$ cat config.mk
export PLATFORM = sky130hd
export DESIGN_NAME = march_engine
export DESIGN_NICKNAME = d
export VERILOG_FILES = /design/src/rtl/mbist_pkg.sv /design/src/rtl/march_addr_gen.sv /design/src/rtl/march_engine.sv
export SDC_FILE = /design/constraint.sdc
export NUM_CORES = 1
export LEC_CHECK = 0
export ABC_AREA = 1
export ABC_CLOCK_PERIOD_IN_PS = 3000
export BUFFER_PORTS_ARGS = -buffer_cell sky130_fd_sc_hd__buf_2
export CAP_MARGIN = 20
export CORE_UTILIZATION = 45
export DETAILED_ROUTE_END_ITERATION = 10
export PLACE_DENSITY = 0.66
export SYNTH_ARGS = -nofsm -noshare
export SYNTH_HDL_FRONTEND = slang
export SYNTH_SLANG_ARGS = --single-unit
$ cat constraint.sdc
create_clock -name clk -period 3 [get_ports clk]
set_clock_uncertainty 0.15 [all_clocks]
set_input_delay 0.6 -clock clk [delete_from_list [all_inputs] [get_ports clk]]
set_output_delay 0.6 -clock clk [all_outputs]
set_load 0.02 [all_outputs]
$ cat src/rtl/mbist_pkg.sv
// Shared encodings for the March C- memory BIST engine: element codes,
// controller state codes, data backgrounds, bank one-hot codes and
// small decode helpers describing each March element.
package mbist_pkg;

    typedef enum logic [2:0] {
        ELEM_E0 = 3'd0,   // up(w0)
        ELEM_E1 = 3'd1,   // up(r0,w1)
        ELEM_E2 = 3'd2,   // up(r1,w0)
        ELEM_E3 = 3'd3,   // down(r0,w1)
        ELEM_E4 = 3'd4,   // down(r1,w0)
        ELEM_E5 = 3'd5    // up(r0)
    } elem_e;

    typedef enum logic [1:0] {
        ST_IDLE  = 2'd0,
        ST_RUN   = 2'd1,
        ST_DRAIN = 2'd2,
        ST_DONE  = 2'd3
    } state_e;

    localparam logic [7:0] BG_ZERO  = 8'h00;
    localparam logic [7:0] BG_ONE   = 8'hFF;
    localparam logic [1:0] BANK0_OH = 2'b01;
    localparam logic [1:0] BANK1_OH = 2'b10;

    // Element walks addresses in descending order.
    function automatic logic elem_is_down(input elem_e e);
        case (e)
            ELEM_E3, ELEM_E4: elem_is_down = 1'b1;
            default:          elem_is_down = 1'b0;
        endcase
    endfunction

    // Element performs a read followed by a write at each address.
    function automatic logic elem_two_op(input elem_e e);
        case (e)
            ELEM_E1, ELEM_E2, ELEM_E3, ELEM_E4: elem_two_op = 1'b1;
            default:                            elem_two_op = 1'b0;
        endcase
    endfunction

    // Background expected by the element's read.
    function automatic logic [7:0] elem_rd_bg(input elem_e e);
        case (e)
            ELEM_E2, ELEM_E4: elem_rd_bg = BG_ONE;
            default:          elem_rd_bg = BG_ZERO;
        endcase
    endfunction

    // Background written by the element's write.
    function automatic logic [7:0] elem_wr_bg(input elem_e e);
        case (e)
            ELEM_E1, ELEM_E3: elem_wr_bg = BG_ONE;
            default:          elem_wr_bg = BG_ZERO;
        endcase
    endfunction

    // Element sequence; E5 wraps back to E0 so the engine parks ready.
    function automatic elem_e elem_next(input elem_e e);
        case (e)
            ELEM_E0: elem_next = ELEM_E1;
            ELEM_E1: elem_next = ELEM_E2;
            ELEM_E2: elem_next = ELEM_E3;
            ELEM_E3: elem_next = ELEM_E4;
            ELEM_E4: elem_next = ELEM_E5;
            default: elem_next = ELEM_E0;
        endcase
    endfunction

endpackage

$ cat src/rtl/march_addr_gen.sv
// Bank/row/column address counter for the March engine. Column is the
// fastest digit (word steps of 8), then row, then bank. Counts up or down,
// can be loaded with the first address of either direction, and flags the
// final address of the current direction.
module march_addr_gen #(
    parameter int ROW_LAST = 1023,
    parameter int COL_LAST = 1016
) (
    input  logic       clk,
    input  logic       rst_n,
    input  logic       load,
    input  logic       load_down,
    input  logic       step,
    input  logic       down,
    output logic       bank,
    output logic [9:0] row,
    output logic [9:0] col,
    output logic       last
);

    localparam logic [9:0] ROW_LAST_V = 10'(ROW_LAST);
    localparam logic [9:0] COL_LAST_V = 10'(COL_LAST);
    localparam logic [9:0] COL_STEP   = 10'd8;

    logic       bank_r;
    logic [9:0] row_r;
    logic [9:0] col_r;

    // Address counter: load start point, or advance one word in the chosen direction.
    always_ff @(posedge clk) begin
        if (!rst_n) begin
            bank_r <= 1'b0;
            row_r  <= 10'd0;
            col_r  <= 10'd0;
        end else if (load) begin
            if (load_down) begin
                bank_r <= 1'b1;
                row_r  <= ROW_LAST_V;
                col_r  <= COL_LAST_V;
            end else begin
                bank_r <= 1'b0;
                row_r  <= 10'd0;
                col_r  <= 10'd0;
            end
        end else if (step) begin
            if (!down) begin
                if (col_r != COL_LAST_V) begin
                    col_r <= col_r + COL_STEP;
                end else begin
                    col_r <= 10'd0;
                    if (row_r != ROW_LAST_V) begin
                        row_r <= row_r + 10'd1;
                    end else begin
                        row_r  <= 10'd0;
                        bank_r <= ~bank_r;
                    end
                end
            end else begin
                if (col_r != 10'd0) begin
                    col_r <= col_r - COL_STEP;
                end else begin
                    col_r <= COL_LAST_V;
                    if (row_r != 10'd0) begin
                        row_r <= row_r - 10'd1;
                    end else begin
                        row_r  <= ROW_LAST_V;
                        bank_r <= ~bank_r;
                    end
                end
            end
        end else begin
            bank_r <= bank_r;
            row_r  <= row_r;
            col_r  <= col_r;
        end
    end

    // Final address of the sweep in the direction currently selected.
    always_comb begin
        if (down) begin
            last = (bank_r == 1'b0) && (row_r == 10'd0) && (col_r == 10'd0);
        end else begin
            last = (bank_r == 1'b1) && (row_r == ROW_LAST_V) && (col_r == COL_LAST_V);
        end
    end

    assign bank = bank_r;
    assign row  = row_r;
    assign col  = col_r;

endmodule

$ cat src/rtl/march_engine.sv
// March C- memory BIST engine for a two-bank, 8-bit word memory with a
// registered (1-cycle) read port. Issues one memory op per cycle while
// running, compares read data one cycle later, reports each fault and
// summarises with done/pass.
// Optional build macro MBIST_FIRST_FAIL_EN adds first_* outputs that hold
// the first fault seen since the last start.
module march_engine
    import mbist_pkg::*;
#(
    parameter int ROW_LAST = 1023,
    parameter int COL_LAST = 1016
) (
    input  logic        clk,
    input  logic        rst_n,
    input  logic        start,
    output logic        ce,
    output logic        we,
    output logic [9:0]  row_addr,
    output logic [9:0]  col_addr,
    output logic [1:0]  bank_addr,
    output logic [7:0]  data_gen,
    input  logic [7:0]  data_o,
    output logic        busy,
    output logic        done,
    output logic        pass,
    output logic        fail_valid,
    output logic [9:0]  fail_row,
    output logic [9:0]  fail_col,
    output logic [1:0]  fail_bank,
    output logic [7:0]  fail_syn,
    output logic [15:0] fail_cnt
`ifdef MBIST_FIRST_FAIL_EN
    ,
    output logic        first_vld,
    output logic [9:0]  first_row,
    output logic [9:0]  first_col,
    output logic [1:0]  first_bank,
    output logic [7:0]  first_syn
`endif
);

    state_e      state_r;
    elem_e       elem_r;
    logic        phase_r;      // 0 = read (or lone op), 1 = write of a read/write pair
    logic        fin_r;        // every op of E5 has been issued
    logic [7:0]  exp_r;        // expected data for the op on the outputs

    logic        pipe_vld_r;   // data_o in this cycle belongs to a read
    logic [7:0]  pipe_exp_r;
    logic [9:0]  pipe_row_r;
    logic [9:0]  pipe_col_r;
    logic [1:0]  pipe_bank_r;

    logic        ag_bank_s;
    logic [9:0]  ag_row_s;
    logic [9:0]  ag_col_s;
    logic        ag_last_s;
    logic        ag_load_s;
    logic        ag_load_down_s;
    logic        ag_step_s;

    logic        start_acc_s;
    logic        issue_s;
    logic        two_op_s;
    logic        elem_end_s;
    logic        op_we_s;
    logic [7:0]  op_wdata_s;
    logic [7:0]  op_exp_s;
    logic        mism_s;
    logic [7:0]  syn_s;
    logic [15:0] fail_cnt_nxt_s;

    march_addr_gen #(
        .ROW_LAST (ROW_LAST),
        .COL_LAST (COL_LAST)
    ) u_addr_gen (
        .clk       (clk),
        .rst_n     (rst_n),
        .load      (ag_load_s),
        .load_down (ag_load_down_s),
        .step      (ag_step_s),
        .down      (elem_is_down(elem_r)),
        .bank      (ag_bank_s),
        .row       (ag_row_s),
        .col       (ag_col_s),
        .last      (ag_last_s)
    );

    // Decode the op that would be issued this cycle and how the sequencer advances.
    always_comb begin
        start_acc_s = start && ((state_r == ST_IDLE) || (state_r == ST_DONE));
        issue_s     = start_acc_s || ((state_r == ST_RUN) && !fin_r);
        two_op_s    = elem_two_op(elem_r);
        elem_end_s  = ag_last_s && (!two_op_s || phase_r);
        op_we_s     = (elem_r == ELEM_E0) || (two_op_s && phase_r);
        op_wdata_s  = elem_wr_bg(elem_r);
        op_exp_s    = elem_rd_bg(elem_r);
        if (issue_s) begin
            ag_load_s      = elem_end_s;
            ag_load_down_s = elem_end_s && elem_is_down(elem_next(elem_r));
            ag_step_s      = !elem_end_s && (!two_op_s || phase_r);
        end else begin
            // Park the counter at the first up address while not sweeping.
            ag_load_s      = 1'b1;
            ag_load_down_s = 1'b0;
            ag_step_s      = 1'b0;
        end
    end

    // Compare registered read data against the expected value travelling with it.
    always_comb begin
        syn_s  = data_o ^ pipe_exp_r;
        mism_s = pipe_vld_r && (syn_s != 8'h00);
        if (start_acc_s) begin
            fail_cnt_nxt_s = 16'h0000;
        end else if (mism_s && (fail_cnt != 16'hFFFF)) begin
            fail_cnt_nxt_s = fail_cnt + 16'h0001;
        end else begin
            fail_cnt_nxt_s = fail_cnt;
        end
    end

    // Controller FSM with registered memory-op, compare-pipeline and status outputs.
    always_ff @(posedge clk) begin
        if (!rst_n) begin
            state_r     <= ST_IDLE;
            elem_r      <= ELEM_E0;
            phase_r     <= 1'b0;
            fin_r       <= 1'b0;
            exp_r       <= 8'h00;
            ce          <= 1'b0;
            we          <= 1'b0;
            row_addr    <= 10'd0;
            col_addr    <= 10'd0;
            bank_addr   <= 2'b00;
            data_gen    <= 8'h00;
            pipe_vld_r  <= 1'b0;
            pipe_exp_r  <= 8'h00;
            pipe_row_r  <= 10'd0;
            pipe_col_r  <= 10'd0;
            pipe_bank_r <= 2'b00;
            busy        <= 1'b0;
            done        <= 1'b0;
            pass        <= 1'b0;
            fail_valid  <= 1'b0;
            fail_row    <= 10'd0;
            fail_col    <= 10'd0;
            fail_bank   <= 2'b00;
            fail_syn    <= 8'h00;
            fail_cnt    <= 16'h0000;
        end else begin
            if (issue_s) begin
                ce        <= 1'b1;
                we        <= op_we_s;
                row_addr  <= ag_row_s;
                col_addr  <= ag_col_s;
                bank_addr <= ag_bank_s ? BANK1_OH : BANK0_OH;
                data_gen  <= op_we_s ? op_wdata_s : 8'h00;
                exp_r     <= op_exp_s;
                if (elem_end_s) begin
                    phase_r <= 1'b0;
                    elem_r  <= elem_next(elem_r);
                    fin_r   <= (elem_r == ELEM_E5);
                end else begin
                    phase_r <= two_op_s ? ~phase_r : 1'b0;
                end
            end else begin
                ce        <= 1'b0;
                we        <= 1'b0;
                row_addr  <= 10'd0;
                col_addr  <= 10'd0;
                bank_addr <= 2'b00;
                data_gen  <= 8'h00;
                exp_r     <= 8'h00;
            end

            // The read on the outputs now returns data next cycle.
            pipe_vld_r  <= ce && !we;
            pipe_exp_r  <= exp_r;
            pipe_row_r  <= row_addr;
            pipe_col_r  <= col_addr;
            pipe_bank_r <= bank_addr;

            fail_valid <= mism_s;
            if (mism_s) begin
                fail_row  <= pipe_row_r;
                fail_col  <= pipe_col_r;
                fail_bank <= pipe_bank_r;
                fail_syn  <= syn_s;
            end else begin
                fail_row  <= fail_row;
                fail_col  <= fail_col;
                fail_bank <= fail_bank;
                fail_syn  <= fail_syn;
            end
            fail_cnt <= fail_cnt_nxt_s;

            case (state_r)
                ST_IDLE, ST_DONE: begin
                    if (start) begin
                        state_r <= ST_RUN;
                        busy    <= 1'b1;
                        done    <= 1'b0;
                        pass    <= 1'b0;
                        fin_r   <= 1'b0;
                    end else begin
                        state_r <= state_r;
                    end
                end
                ST_RUN: begin
                    if (fin_r) begin
                        state_r <= ST_DRAIN;
                    end else begin
                        state_r <= ST_RUN;
                    end
                end
                ST_DRAIN: begin
                    // Last read's compare resolves on this edge; fold it into pass.
                    state_r <= ST_DONE;
                    busy    <= 1'b0;
                    done    <= 1'b1;
                    pass    <= (fail_cnt_nxt_s == 16'h0000);
                end
                default: begin
                    state_r <= ST_IDLE;
                    busy    <= 1'b0;
                    done    <= 1'b0;
                    pass    <= 1'b0;
                end
            endcase
        end
    end

`ifdef MBIST_FIRST_FAIL_EN
    // Capture the first fault after start and hold it until the next start.
    always_ff @(posedge clk) begin
        if (!rst_n) begin
            first_vld  <= 1'b0;
            first_row  <= 10'd0;
            first_col  <= 10'd0;
            first_bank <= 2'b00;
            first_syn  <= 8'h00;
        end else if (start_acc_s) begin
            first_vld  <= 1'b0;
            first_row  <= 10'd0;
            first_col  <= 10'd0;
            first_bank <= 2'b00;
            first_syn  <= 8'h00;
        end else if (mism_s && !first_vld) begin
            first_vld  <= 1'b1;
            first_row  <= pipe_row_r;
            first_col  <= pipe_col_r;
            first_bank <= pipe_bank_r;
            first_syn  <= syn_s;
        end else begin
            first_vld  <= first_vld;
            first_row  <= first_row;
            first_col  <= first_col;
            first_bank <= first_bank;
            first_syn  <= first_syn;
        end
    end
`endif

endmodule

==> results.md, run 1 <==
* Run status: completed
* Fraction of layout cells with a size suffix above 1 at 0.1829
* Post-CTS setup buffers at 0
* HP Class: register to register
* Initial drt markers at between 300 and 400
* Die area at roughly 13000 µm²
* Synth-to-Final Area Change at 20.79%
* Post-Syn Area at around 5600 µm²
* Number of global-route vias before repair at around 4500
* Root Driver: clkbuf_16
* Max Freq at between 300 and 400 MHz
* Post-CTS Resized at 0
* Post-synth EDFFs at 0
* GRT Util Overall at 0.2140
* Largest net degree at the start of global routing at 69
* Die Width at 113.7 µm
* Nets@finish at 897
* Arrival @ worst endpoint at 2730 ps
* Drt wl/cell at 12.25 µm
* Synth warnings at 0
* Number of remaining DRC errors at 0
* Final wirelength at between 10 and 15 mm
* H-tree Lvls at 4
* Dominant synthesized flop cell: dfxtp_1
* Post-layout min period at 2540 ps
* Clock latency at the later pin of the worst-skew pair at 410 ps
* # IOs at between 90 and 100
* Part of the Yosys area used for sequential elements at 0.4136
* Fin worst setup slack at 460.0 ps
* Hold Violations, Final at 0
* Synth cell types at 44
* Slew @ Worst Pin at 637.1 ps
* Dpl ws at about 500 ps
* # fillers at approximately 1100
* Setup-failing EPs final at 0
* GRT overflow at 0
* Gpl congestion at between 0.8 and 0.9
* Ys async rst share at 0
* Via density per instance at approximately 4.7
* Post-DP HPWL at between 9 and 10 mm
* Global-route wire length before repair at between 20 and 25 mm
* Detail Route Antenna Nets at 0
* Inserted Clock Buffers at 17
* Ant diodes at 0
* Yosys reg bits at around 120
* Setup TNS at 0 ps
* Core area at 12060 µm²
* Port buffer count at 86
* MaxCap Viol Count at 0
* Pins Over Slew Limit at 0
* DR pass1 iterations at 5
* Hold_buf cts at 0
* Starting Density at 0.4655
* Clock transition at path regs at around 60 ps
* Site Rows at 40
* CP startpoint kind: register
* Critical Path End Type: register
* Maximum vdd drop at 0.0004038 V
* Num Clock Sinks at 116
* RSZ-0062 raised after global routing: false
* CTS tree: built
* Initial antenna violation count at 0
* PwrDens at ~670 nW/µm²
* Synth Instances at ~800
* Data required, critical path at between 3000 and 4000 ps
* Die H at roughly 110 µm
* DR vias at between 4000 and 5000
* Setup CP Type: register to register
* Crit-path max FO at 14
* Max Buffers Root-to-Sink at 2
* Final period utilization at 0.8467
* Slew Limit Headroom at 0.5753
* Leakage at ~0.0034 µW
* Syn_area_per_cell at approximately 7 µm²
## cells by family (layout without fill, tap and decap cells)
family | count (synthesis) | in the layout | share of synthesized area
AOI/OAI and AO/OA | 101 | 101 | 0.09895
xor gates and xnor gates | 27 | 27 | 0.04212
and+or+nand+nor | 406 | 406 | 0.3158
adders and majority gates | 8 | 8 | 0.01783
other | 1 | 6 | 0.0006680
DFF | 116 | 116 | 0.4136
buffers and inverters | 142 | 227 | 0.1110
## worst max-delay path: stages, from the launching register on
cell     delay [ps]
dfxtp_1         400
ha_1            210
nand2_1         110
nor2_4          140
nand2_1         100
nor2_2          120
nand2_2         140
nand3_2         270
inv_2           130
nand2_1          70
o21ai_0          70
nand2_1          90
nand3_1         150
nor2_1          140
nand2_1          60
a21oi_1         110
## cells in the mapped netlist (2+ instances only)
cell | instances | share of area
nand3_2 | 3 | 0.0053
nor3_1 | 8 | 0.0071
a21oi_1 | 25 | 0.022
ha_1 | 8 | 0.018
xor2_1 | 23 | 0.036
dfxtp_1 | 116 | 0.41
inv_2 | 10 | 0.0067
buf_2 | 7 | 0.0062
inv_1 | 85 | 0.057
a211oi_1 | 2 | 0.0027
o21ai_0 | 55 | 0.049
nor4_1 | 2 | 0.0022
nor3_2 | 2 | 0.0036
nand3_1 | 37 | 0.033
o21ai_1 | 2 | 0.0018
nand4_1 | 14 | 0.016
clkinv_1 | 2 | 0.0013
o211ai_1 | 4 | 0.0053
clkbuf_1 | 19 | 0.013
buf_4 | 15 | 0.020
nand2_2 | 4 | 0.0045
nor2_2 | 4 | 0.0045
o221ai_1 | 2 | 0.0031
a31oi_1 | 6 | 0.0067
xnor2_1 | 4 | 0.0062
nor2_1 | 133 | 0.089
nand2_1 | 188 | 0.13
o21bai_1 | 2 | 0.0027
nand2_4 | 2 | 0.0040
buf_6 | 3 | 0.0060
## cell usage in the layout, fill, tap and decap left out, types with 2 or more instances in the layout
cell,synthesis,final
nand2_1,188,188
nor2_1,133,133
dfxtp_1,116,116
buf_2,7,86
inv_1,85,85
o21ai_0,55,55
nand3_1,37,37
a21oi_1,25,25
xor2_1,23,23
clkbuf_16,0,17
nand4_1,14,14
buf_4,15,11
inv_2,10,10
nor3_1,8,8
ha_1,8,8
a31oi_1,6,6
conb_1,1,6
bufinv_16,0,6
o211ai_1,4,4
xnor2_1,4,4
nor2_2,4,4
nand2_2,4,4
clkinv_4,0,4
nand3_2,3,3
o21bai_1,2,2
o21ai_1,2,2
clkinv_1,2,2
nor3_2,2,2
nand2_4,2,2
nor4_1,2,2
o221ai_1,2,2
a211oi_1,2,2
clkinvlp_4,0,2
inv_6,0,2
## state kept, by name, summed over array words and instances (netlist names), 2 cells and up
name,count
fail_cnt,16
fail_row,10
pipe_row_r,10
row_addr,10
u_addr_gen.row,10
fail_syn,8
col_addr,7
fail_col,7
pipe_col_r,7
u_addr_gen.col,7
elem_r,3
bank_addr,2
fail_bank,2
pipe_bank_r,2
state_r,2
## through the flow
| stage | hold slack, ps | total power (µW) | area [µm²] | util | std cells |
|---|---|---|---|---|---|
| 3_3_place_gp | 245.0 | 2260 | 6103 | 0.5060 | 1027 |
| 3_5_place_dp | 267.1 | 2264 | 6103 | 0.5060 | 1027 |
| 4_1_cts | 274.5 | 4568 | 6782 | 0.5622 | 1059 |
| 5_1_grt | 292.2 | 4724 | 6782 | 0.5622 | 1059 |
| 6_report | 271.6 | 4535 | 6782 | 0.5622 | 1059 |
| 2_1_floorplan | 240.5 | 2125 | 5633 | - | 806 |
## final cells by class
cell class,instances,area (µm²),area share
Multi-Input combinational cell,548,2688,0.3963
Sequential cell,116,2322,0.3424
Timing Repair Buffer,97,513.0,0.07565
Clock buffer,17,425.4,0.06273
Inverter,98,370.4,0.05461
Clock inverter,15,252.7,0.03727
Tap cell,168,210.2,0.03100
## power breakdown
part | switching (µW) | internal (µW) | leakage (µW)
combinational | 374 | 186 | 0.00214
sequential | 58.6 | 1620 | 0.000943
clock | 737 | 1560 | 0.000324
total | 1170 | 3370 | 0.00341
## final timing paths
kind         depth (start not counted)  slack, ps                         to               startpoint
max reg2reg                         15        460          pass$_SDFFE_PN0P_   fail_cnt[0]$_SDFF_PN0_
min reg2reg                          2        270  pipe_bank_r[0]$_SDFF_PN0_  bank_addr[0]$_SDFF_PN0_
min                                  2        270  pipe_bank_r[0]$_SDFF_PN0_  bank_addr[0]$_SDFF_PN0_
max                                 15        460          pass$_SDFFE_PN0P_   fail_cnt[0]$_SDFF_PN0_
## routing by layer
metal	GRT usage	share of wire	wire length (µm)
met1	0.2832	0.50	6469
met2	0.3402	0.45	5773
met4	0.09035	0.013	172
met3	0.04251	0.043	554
met5	0	0	0
Power figures use the tool's default switching activity.
==> run 2: changes to the inputs <==
ABC_AREA = 0   (was 1)
ABC_CLOCK_PERIOD_IN_PS = 2550   (was 3000)
clock period = 2.55 ns   (was 3 ns; I/O delays follow)
==> results.md, run 2 <==
* Sequential share of power at 0.358 (-0.011)
* Dpl ws at -145.7 ps (-646.2 ps)
* Reg area at 2326 µm² (+0.16%)
* Synth area leaders: dfxtp_1 (42%), nand2_1 (5.4%), xnor2_1 (4.1%), nor2_1 (3.9%), a21boi_0 (2.8%)
* Largest net degree at the start of global routing at 62 (-10%)
* Biggest register: fail_cnt
* Worst-path cell with the longest stage delay: o311ai_0
* Fraction of layout cells with a size suffix above 1 at 0.2739 (+0.09094)
* Part of the Yosys area used for sequential elements at 0.4183 (+0.004661)
* PwrDens at 868.3 nW/µm² (+30%)
* Synth Area in Simple Gates at 0.2351 (-0.08073)
* Drt wl/cell at 14.96 µm (+22%)
* Number of global-route vias before repair at 4882 (+7.4%)
* Cell with the most instances after synthesis: dfxtp_1
* Clock share of power at 0.355 (-0.152)
* CTS tree: built
* Die Width at 113.1 µm (-0.55%)
* Yosys reg bits at 116 (unchanged)
* Crit-path max FO at 6 (-8)
* Endpoint, Worst Hold: pipe_vld_r$_SDFF_PN0_
* Max Buffers Root-to-Sink at 2 (unchanged)
* WHS Path Cells at 1 (-1)
* Root Driver: clkbuf_16
* Syn_area_per_cell at 8.528 µm² (+22%)
* Port buffer count at 86 (unchanged)
* Leading area contributor after synthesis: dfxtp_1
* Synth warnings at 0 (unchanged)
* Post-Syn Area at 5552 µm² (-1.1%)
* Leakage at 0.003098 µW (-9.0%)
* Synth Area in Compound Gates at 0.1952 (+0.09622)
* Synth Instances at 651 (-19%)
* Critical Path End Type: register
* Clock latency at the later pin of the worst-skew pair at 410 ps (about the same)
* Synth Area in Adders at 0.01803 (+0.0002009)
* Site Rows at 40 (unchanged)
* Arrival @ worst endpoint at 2630 ps (-100 ps)
* Switching pwr at 2049 µW (+75%)
* Ys async rst share at 0 (unchanged)
* Post-layout min period at 2451 ps (-89.13 ps)
* Commonest non-fill, non-tap cell in the layout: dfxtp_1
* GRT Util Overall at 0.2314 (+0.01741)
* CP startpoint kind: register
* Data required, critical path at 2720 ps (-470 ps)
* Core area at 12010 µm² (-0.42%)
* Synth Area in XOR/XNOR at 0.05364 (+0.01152)
* Run status: completed
* Hold Violations, Final at 0 (unchanged)
* Critical path buffers and inverters at 1 (unchanged)
* Detail Route Antenna Nets at 0 (unchanged)
* Number of remaining DRC errors at 0 (unchanged)
* Multi-input gate area at 2925 µm² (+8.8%)
* Initial drt markers at 320 (-11%)
* # fillers at 1078 (-5.4%)
* Ant diodes at 0 (unchanged)
* Inserted Clock Buffers at 17 (unchanged)
* CP peak stage delay at 400 ps (about the same)
* Nets@finish at 791 (-12%)
* Commonest cells after routing, fill and taps aside: dfxtp_1 (113), buf_2 (86), nand2_1 (80)
* DR vias at 5052 (+1.3%)
* Post-placement cell area at 6420 µm² (+5.2%)
* Initial antenna violation count at 0 (unchanged)
* Global-route wire length before repair at 23.45 mm (+7.0%)
* RR Startpoint: fail_cnt[1]$_SDFF_PN0_
* Post-synth top area share at 0.4183 (+0.004661)
* Maximum vdd drop at 0.0004421 V (+9.5%)
* Setup CP Type: register to register
* HP Class: register to register
* Final core occ at 0.5844 (+0.02213)
* Min-delay src: we$_SDFF_PN0_
* Largest register FFs at 16 (unchanged)
* Cell internal pwr at 4046 µW (+20%)
* Worst reg2reg setup slack at 100 ps (-360 ps)
* Setup-failing EPs final at 0 (unchanged)
* GR Util met1 at 0.2811 (-0.002094)
* MaxCap Viol Count at 0 (unchanged)
* Post-synth EDFFs at 0 (unchanged)
* GR met3 Demand/Resource at 0.05678 (+0.01427)
* Layer with the highest usage: met2
* Combinational family with the most area after synthesis: simple AND/OR/NAND/NOR gates
* Synth cell types at 69 (+57%)
* Dominant synthesized flop cell: dfxtp_1
* Starting Density at 0.4622 (-0.003269)
* Crit-path leading delay family: simple AND/OR/NAND/NOR gates
* Global Route met2 Usage at 0.3873 (+0.04708)
* Clock transition at path regs at 60 ps (about the same)
* Gpl congestion at 0.9393 (+9.7%)
* Fin worst setup slack at 99.13 ps (-360.9 ps)
* Pins Over Slew Limit at 0 (unchanged)
* DR pass1 iterations at 5 (unchanged)
* # IOs at 93 (unchanged)
* Switch share at 0.3361 (+0.07827)
* H-tree Lvls at 4 (unchanged)
* Worst reg2reg path depth at 9 (-6)
* Final period utilization at 0.9611 (+0.1145)
* Die H at 113.1 µm (-0.55%)
* GRT overflow at 0 (unchanged)
* Max Freq at 408.0 MHz (+3.6%)
* Synth-to-Final Area Change at 26.44%
* Hold_buf cts at 0 (unchanged)
* Comb power frac at 0.287 (+0.163)
* Crit path cell chain: ha_2 -> nand3_1 -> or2_4 -> nor3_4 -> nor2_1 -> buf_4 -> o311ai_0 -> nand4_1 -> o31ai_1
* Top cells by count, synth: dfxtp_1 (116), nand2_1 (80), nor2_1 (58)
* Final wirelength at 13.94 mm (+7.5%)
* Mux cell area share after synthesis at 0.01262 (+0.01262)
* Die area at 12780 µm² (-1.1%)
* Finished Cell Area at 7019 µm² (+3.5%)
* Via density per instance at 5.421 (+15%)
* Critical R2R Capture: pass$_SDFFE_PN0P_
* Num Clock Sinks at 116 (unchanged)
* Post-DP HPWL at 10.13 mm (+8.7%)
==> run 2: cell count changes in the layout (fill, tap and decap cells not counted), moves of 11 or more <==
| cell | delta |
|---|---|
| nand2_1 | -108 |
| nand3_1 | -18 |
| a21boi_0 | +20 |
| and3_1 | +17 |
| buf_4 | +58 |
| xnor2_1 | +22 |
| o21ai_0 | -30 |
| inv_1 | -68 |
| and2_1 | +25 |
| o211a_1 | +11 |
| nor2_1 | -75 |
| xor2_1 | -15 |
==> run 2: cell type report <==
type	count	area share
clock buffer	19	0.06453
clock inverter	13	0.01408
multi-input combinational	464	0.4168
sequential	116	0.3314
tap	147	0.02620
inverter	17	0.009091
timing repair buffer	156	0.1380
==> run 2: power groups by stage <==
| stage | clock network, µW | logic [µW] | registers, µW |
|---|---|---|---|
| finish | 2160 | 1750 | 2180 |
| global route | 2300 | 1930 | 2210 |
| CTS | 2200 | 1740 | 2180 |
| detailed placement | 0 | 1720 | 2220 |
| global placement | 0 | 1700 | 2210 |
| floorplan | 0 | 1010 | 2300 |
==> run 2: routing by layer <==
metal	part of all wire	vias up
met3	0.048	33
met5	0	-
li1	-	2510
met1	0.44	2371
met4	0.021	0
met2	0.49	138
==> run 2: cell families (layout without fill, tap and decap cells) <==
logic type,Yosys count,count (layout)
and+or+nand+nor,260,260
adders and majority gates,8,8
DFF,116,116
muxes,7,7
xor gates and xnor gates,34,34
AOI/OAI and AO/OA,149,149
other,1,6
buffers and inverters,76,205
==> run 2: stage by stage <==
stage                     TNS [ps]  hold slack, ps  instances  total power [µW]
after floorplan                  0           261.9        656              3316
after global placement      -118.5           254.1        900              3913
after detailed placement    -157.4           258.6        900              3942
after CTS                        0           267.1        932              6115
after global routing        -6.015           275.0        932              6439
final                            0           263.4        932              6095
==> run 2: worst max path at each step <==
| stage | start | to | slack (ps) | depth (start not counted) |
|---|---|---|---|---|
| floorplan | data_o[6] | pass$_SDFFE_PN0P_ | 30 | 7 |
| global placement | data_o[2] | pass$_SDFFE_PN0P_ | -120 | 8 |
| detailed placement | data_o[5] | pass$_SDFFE_PN0P_ | -150 | 8 |
| CTS | elem_r[2]$_SDFFE_PN0P_ | u_addr_gen.row[2]$_SDFFE_PN0P_ | 50 | 7 |
| global route | fail_cnt[14]$_SDFF_PN0_ | pass$_SDFFE_PN0P_ | -6 | 7 |
| finish | fail_cnt[1]$_SDFF_PN0_ | pass$_SDFFE_PN0P_ | 100 | 9 |
==> run 2: timing repair <==
action / in CTS / in global routing
gates resized for setup: 0 / 13
buffers inserted: 0 / 0
setup endpoints to repair: 0 / 11
==> run 2: worst register-to-register path: cells and delay by family, from the launching register on <==
kind                       cells  cell delay (ps)
and+or+nand+nor                5              910
AOI/OAI and AO/OA              2              600
DFF                            1              340
adders and majority gates      1              190
buffers and inverters          1              170
